**config.mk**
```make
export PLATFORM = sky130hd
export DESIGN_NAME = pix_buff_rd_arb
export DESIGN_NICKNAME = d
export VERILOG_FILES = /design/src/rtl/pix_buff_rd_arb.sv
export SDC_FILE = /design/constraint.sdc
export NUM_CORES = 1
export LEC_CHECK = 0
export BUFFER_PORTS_ARGS = -buffer_cell sky130_fd_sc_hd__buf_2
export CORE_ASPECT_RATIO = 0.6
export CORE_MARGIN = 5
export CORE_UTILIZATION = 30
export CTS_BUF_LIST = sky130_fd_sc_hd__clkbuf_8
export DETAILED_ROUTE_END_ITERATION = 16
export GPL_ROUTABILITY_DRIVEN = 0
export PLACE_DENSITY = 0.72
export SYNTH_ARGS = -nofsm -noshare
export SYNTH_HDL_FRONTEND = slang
export SYNTH_SLANG_ARGS = --single-unit
```
**constraint.sdc**
```tcl
create_clock -name clk_i -period 7.93 [get_ports clk_i]
set_clock_uncertainty 0.1 [all_clocks]
set_input_delay 1.586 -clock clk_i [delete_from_list [all_inputs] [get_ports clk_i]]
set_output_delay 1.586 -clock clk_i [all_outputs]
set_load 0.02 [all_outputs]
```
**src/rtl/pix_buff_rd_arb.sv**
```systemverilog
// Round-robin burst arbiter sharing the pixel-buffer prefetch FIFO read port
// among N_REQ consumers; one grant at a time, at most BURST_LEN beats each.
module pix_buff_rd_arb #(
  parameter int N_REQ     = 4,
  parameter int DATA_W    = 32,
  parameter int BURST_LEN = 16,
  localparam int ID_W     = $clog2(N_REQ),
  localparam int CNT_W    = $clog2(BURST_LEN + 1)
) (
  input  logic              clk_i,
  input  logic              rst_ni,
  input  logic [N_REQ-1:0]  req_i,
  input  logic [N_REQ-1:0]  cons_rdy_i,
  output logic [N_REQ-1:0]  cons_vld_o,
  output logic [DATA_W-1:0] cons_data_o,
  output logic [N_REQ-1:0]  gnt_o,
  output logic [ID_W-1:0]   gnt_id_o,
  output logic              burst_done_o,
  input  logic [DATA_W-1:0] fifo_rd_data_i,
  input  logic              fifo_rd_vld_i,
  output logic              fifo_rd_en_o
);

  typedef enum logic {IDLE, BURST} state_e;

  state_e           state_q;
  logic [N_REQ-1:0] gnt_q;
  logic [ID_W-1:0]  gnt_id_q, last_id_q, sel_id;
  logic [CNT_W-1:0] beat_cnt_q, beat_cnt_d;
  logic             burst_done_q, sel_vld;
  logic             in_burst, req_s, rdy_s, beat, last_beat;
  int               idx;

  // Scan downward so the lowest offset from last_id+1 is written last and wins.
  always_comb begin
    sel_vld = 1'b0;
    sel_id  = '0;
    idx     = 0;
    for (int k = N_REQ; k >= 1; k--) begin
      idx = (int'(last_id_q) + k) % N_REQ;
      if (req_i[idx[ID_W-1:0]]) begin
        sel_vld = 1'b1;
        sel_id  = idx[ID_W-1:0];
      end
    end
  end

  assign in_burst     = (state_q == BURST);
  assign req_s        = req_i[gnt_id_q];
  assign rdy_s        = cons_rdy_i[gnt_id_q];
  assign fifo_rd_en_o = in_burst & req_s & rdy_s;
  assign cons_vld_o   = (in_burst & fifo_rd_vld_i & req_s) ? gnt_q : '0;
  assign cons_data_o  = fifo_rd_data_i;
  assign beat         = fifo_rd_vld_i & fifo_rd_en_o;
  assign beat_cnt_d   = beat_cnt_q + CNT_W'(beat);
  assign last_beat    = beat && (beat_cnt_d == CNT_W'(BURST_LEN));

  assign gnt_o        = gnt_q;
  assign gnt_id_o     = gnt_id_q;
  assign burst_done_o = burst_done_q;

  always_ff @(posedge clk_i or negedge rst_ni) begin
    if (!rst_ni) begin
      state_q      <= IDLE;
      gnt_q        <= '0;
      gnt_id_q     <= '0;
      last_id_q    <= ID_W'(N_REQ - 1);
      beat_cnt_q   <= '0;
      burst_done_q <= 1'b0;
    end else begin
      burst_done_q <= 1'b0;
      case (state_q)
        IDLE: begin
          if (sel_vld) begin
            state_q    <= BURST;
            gnt_q      <= N_REQ'(1) << sel_id;
            gnt_id_q   <= sel_id;
            last_id_q  <= sel_id;
            beat_cnt_q <= '0;
          end
        end
        BURST: begin
          beat_cnt_q <= beat_cnt_d;
          // A beat needs req_s, so a drop and a final beat never collide.
          if (!req_s || last_beat) begin
            state_q      <= IDLE;
            gnt_q        <= '0;
            burst_done_q <= 1'b1;
          end
        end
        default: state_q <= IDLE;
      endcase
    end
  end

endmodule

```
==> metrics.csv <==
metric,value,unit
synthToLayoutAreaGrowth,-2.835,%
hold_start,last_id_q[0],
via_per_inst,4.944,
rows,17,
gr-usage-met3,5.318,%
final_cell_area,1115,sq um
crit_fanout,6,
ys_warn_count,0,
finalPower,368.1,uW
synth_area,1147,sq um
switchingPower,153.4,uW
ys_types,36,
internal_power,214.7,uW
fill_cells,392,
postCtsSetupBuffers,0,
htree_levels,1,
drv_slew,0,
combPwrFrac,45.3,%
r2r-start,gnt_id_o[0],
core_area,3680,sq um
fmax,222.1,MHz
overflow,0,
cp-end-kind,output pin,
clockBufferDepth,2,
power_frac_clock,16.6,%
reg2regPathDepth,9,
holdPathEnd,last_id_q[0],
path_clk_slew,0.06,ns
numPortBuffers,22,
whs_path_depth,2,
critPathKind,in2out,
detail-route-antenna-nets,0,
cts_resized,0,
dieArea,5202,sq um
setup_viol,0,
grt_use_met1,12.30,%
grt_pass1_wl,3795,um
start_util,31.18,%
first_pass_iters,4,
holdBufCountCts,0,
syn-mean-instance-area,9.328,sq um
grt_max_degree,16,
routedWlPerCell,13.10,um
timing.hold.ws,0.4083,ns
cap_violations,0,
clk_latency,0.25,ns
rsz0062_at_grt,no,
die_h,57.91,um
status,finished clean,
finalCritPeriodShare,56.78,%
synth_edf_count,0,
ys_ff_latch,15,
hold_viol,0,
routed_wl,2122,um
drt-initial-drc-count,83,
fin_crit,4.503,ns
seqCellArea,377.9,sq um
numCtsBuffers,3,
p_seq_share,38.1,%
ys_seq_area_share,32.93,%
sw_frac_of_total,41.68,%
slew_headroom,62.70,%
power_density,330.2,nW/um^2
worstPathArrival,2.82,ns
layout-drive-gt1-share,32.17,%
gr-max-usage-layer,met1,
ir_worst_vdd,117.9,uV
fin_nets,161,
antenna_cells,0,
cts_tree,built,
netlist_instances,123,
vias,801,
syn-num-nets,168,
dp_hpwl,1688,um
placed_cell_area,1069,sq um
use_met2,11.98,%
worst_pin_slew,0.5548,ns
tns,0,ns
cts-root-buf,clkbuf_8,
worst_r2r_endpoint,in_burst,
cts.sink_count,15,
grt_pass1_vias,785,
final_core_utilization,30.30,%
hold_class,reg2reg,
drc,0,
io_pins,87,
p_leak,0.5293,nW
critPathLaunchType,primary input,
async_flop_share,100.0,%
synthFlopType,dfrtp_1,
rrSetupSlack,4.96,ns
antenna_found_initial,0,
multi_input_area,510.5,sq um
die_w,89.84,um
track_usage,9.017,%
crit_required,6.24,ns
[power by group through the flow]
stage	Sequential, mW	Combinational (mW)	Clock [mW]
after detailed placement	0.142	0.168	0
final	0.140	0.167	0.0611
after CTS	0.141	0.168	0.0630
after floorplan	0.152	0.128	0
after global routing	0.147	0.186	0.0670
after global placement	0.142	0.166	0
[critical path: stages]
cell and delay [ns]:
buf_2 0.14, mux4_2 0.52, and3_1 0.26, and2_1 0.16, buf_2 0.15
[flip-flops by register name, indices dropped and copies added, names as in the netlist]
register	flops
in_burst	1
gnt_o	4
beat_cnt_q	5
gnt_id_o	2
last_id_q	2
burst_done_o	1
[worst max-delay path by stage]
stage,startpoint,end,slack (ns),depth (start not counted)
5_1_grt,req_i[3],cons_vld_o[2],3.35,5
3_3_place_gp,req_i[3],cons_vld_o[2],3.44,5
3_5_place_dp,req_i[3],cons_vld_o[1],3.42,5
6_report,req_i[3],cons_vld_o[1],3.43,5
4_1_cts,req_i[3],cons_vld_o[1],3.41,5
2_1_floorplan,req_i[3],cons_vld_o[0],3.73,3
[Yosys cell counts, drive strengths merged, types with 2 or more instances]
cell type	number	share of area [%]
o32ai	2	1.5
or2	2	1.1
mux2	2	2.3
a21oi	3	1.3
nand3	7	3.1
dfrtp	13	28
and2	5	2.7
a21o	2	1.3
dfstp	2	4.6
buf	32	21
mux4	2	3.9
ha	2	2.2
o2bb2ai	2	1.5
o21ai	5	2.2
nand2	12	3.9
nor2b	2	1.1
xnor2	3	2.3
nor2	3	0.98
clkbuf	2	0.65
and3	3	1.6
inv	3	0.98
[cell usage in the layout, fill, tap and decap left out]
cell	synthesis	final
o31ai_1	1	1
xnor2_1	3	3
o21a_1	1	1
clkinv_2	0	1
buf_2	0	22
o32ai_1	2	2
nand2b_1	1	1
dfrtp_1	13	13
o22ai_1	1	1
and2_1	5	5
nor2_1	3	3
nand3_1	7	7
xor2_1	1	1
dfstp_2	2	2
nor2b_1	2	2
inv_1	3	3
mux2_2	1	1
clkbuf_8	0	3
a21oi_1	3	3
o21ai_0	5	5
nor4_4	1	1
nand2_1	12	12
a2bb2oi_1	1	1
mux2_4	1	1
or2_2	2	2
and3b_1	1	1
a21o_1	2	2
nor4b_1	1	1
o2bb2ai_1	2	2
o211ai_1	1	1
ha_1	2	2
and3_1	3	3
nor4bb_1	1	1
mux4_2	2	2
mux2i_1	1	1
and4_4	1	1
a31o_2	1	1
[metrics by stage]
stage               worst slack (ns)  std cells
floorplan                      3.729        123
global placement               3.436        158
detailed placement             3.422        158
CTS                            3.414        162
global route                   3.351        162
finish                         3.427        162
[final cells by class]
class,count,share of cell area [%]
Timing Repair Buffer,22,9.877
Clock inverter,1,0.4489
Inverter,3,1.010
Sequential cell,15,33.89
Multi-Input combinational cell,71,45.79
Tap cell,47,5.275
Clock buffer,3,3.704
[cells by family (layout without fill, tap and decap cells)]
kind of cell,count (synthesis),count (layout),synth area share (%)
buffers and inverters,37,29,22.57
DFF,15,15,32.93
muxes,5,5,7.088
AOI/OAI and AO/OA,20,20,11.89
adders and majority gates,2,2,2.181
and+or+nand+nor,40,40,20.28
xor gates and xnor gates,4,4,3.054
[routing by layer]
metal  share of wire [%]  vias up
li1                    -      384
met1                  49      392
met4                   0        0
met2                  42       25
met5                   0        -
met3                 9.0        0
Power figures use the tool's default switching activity.
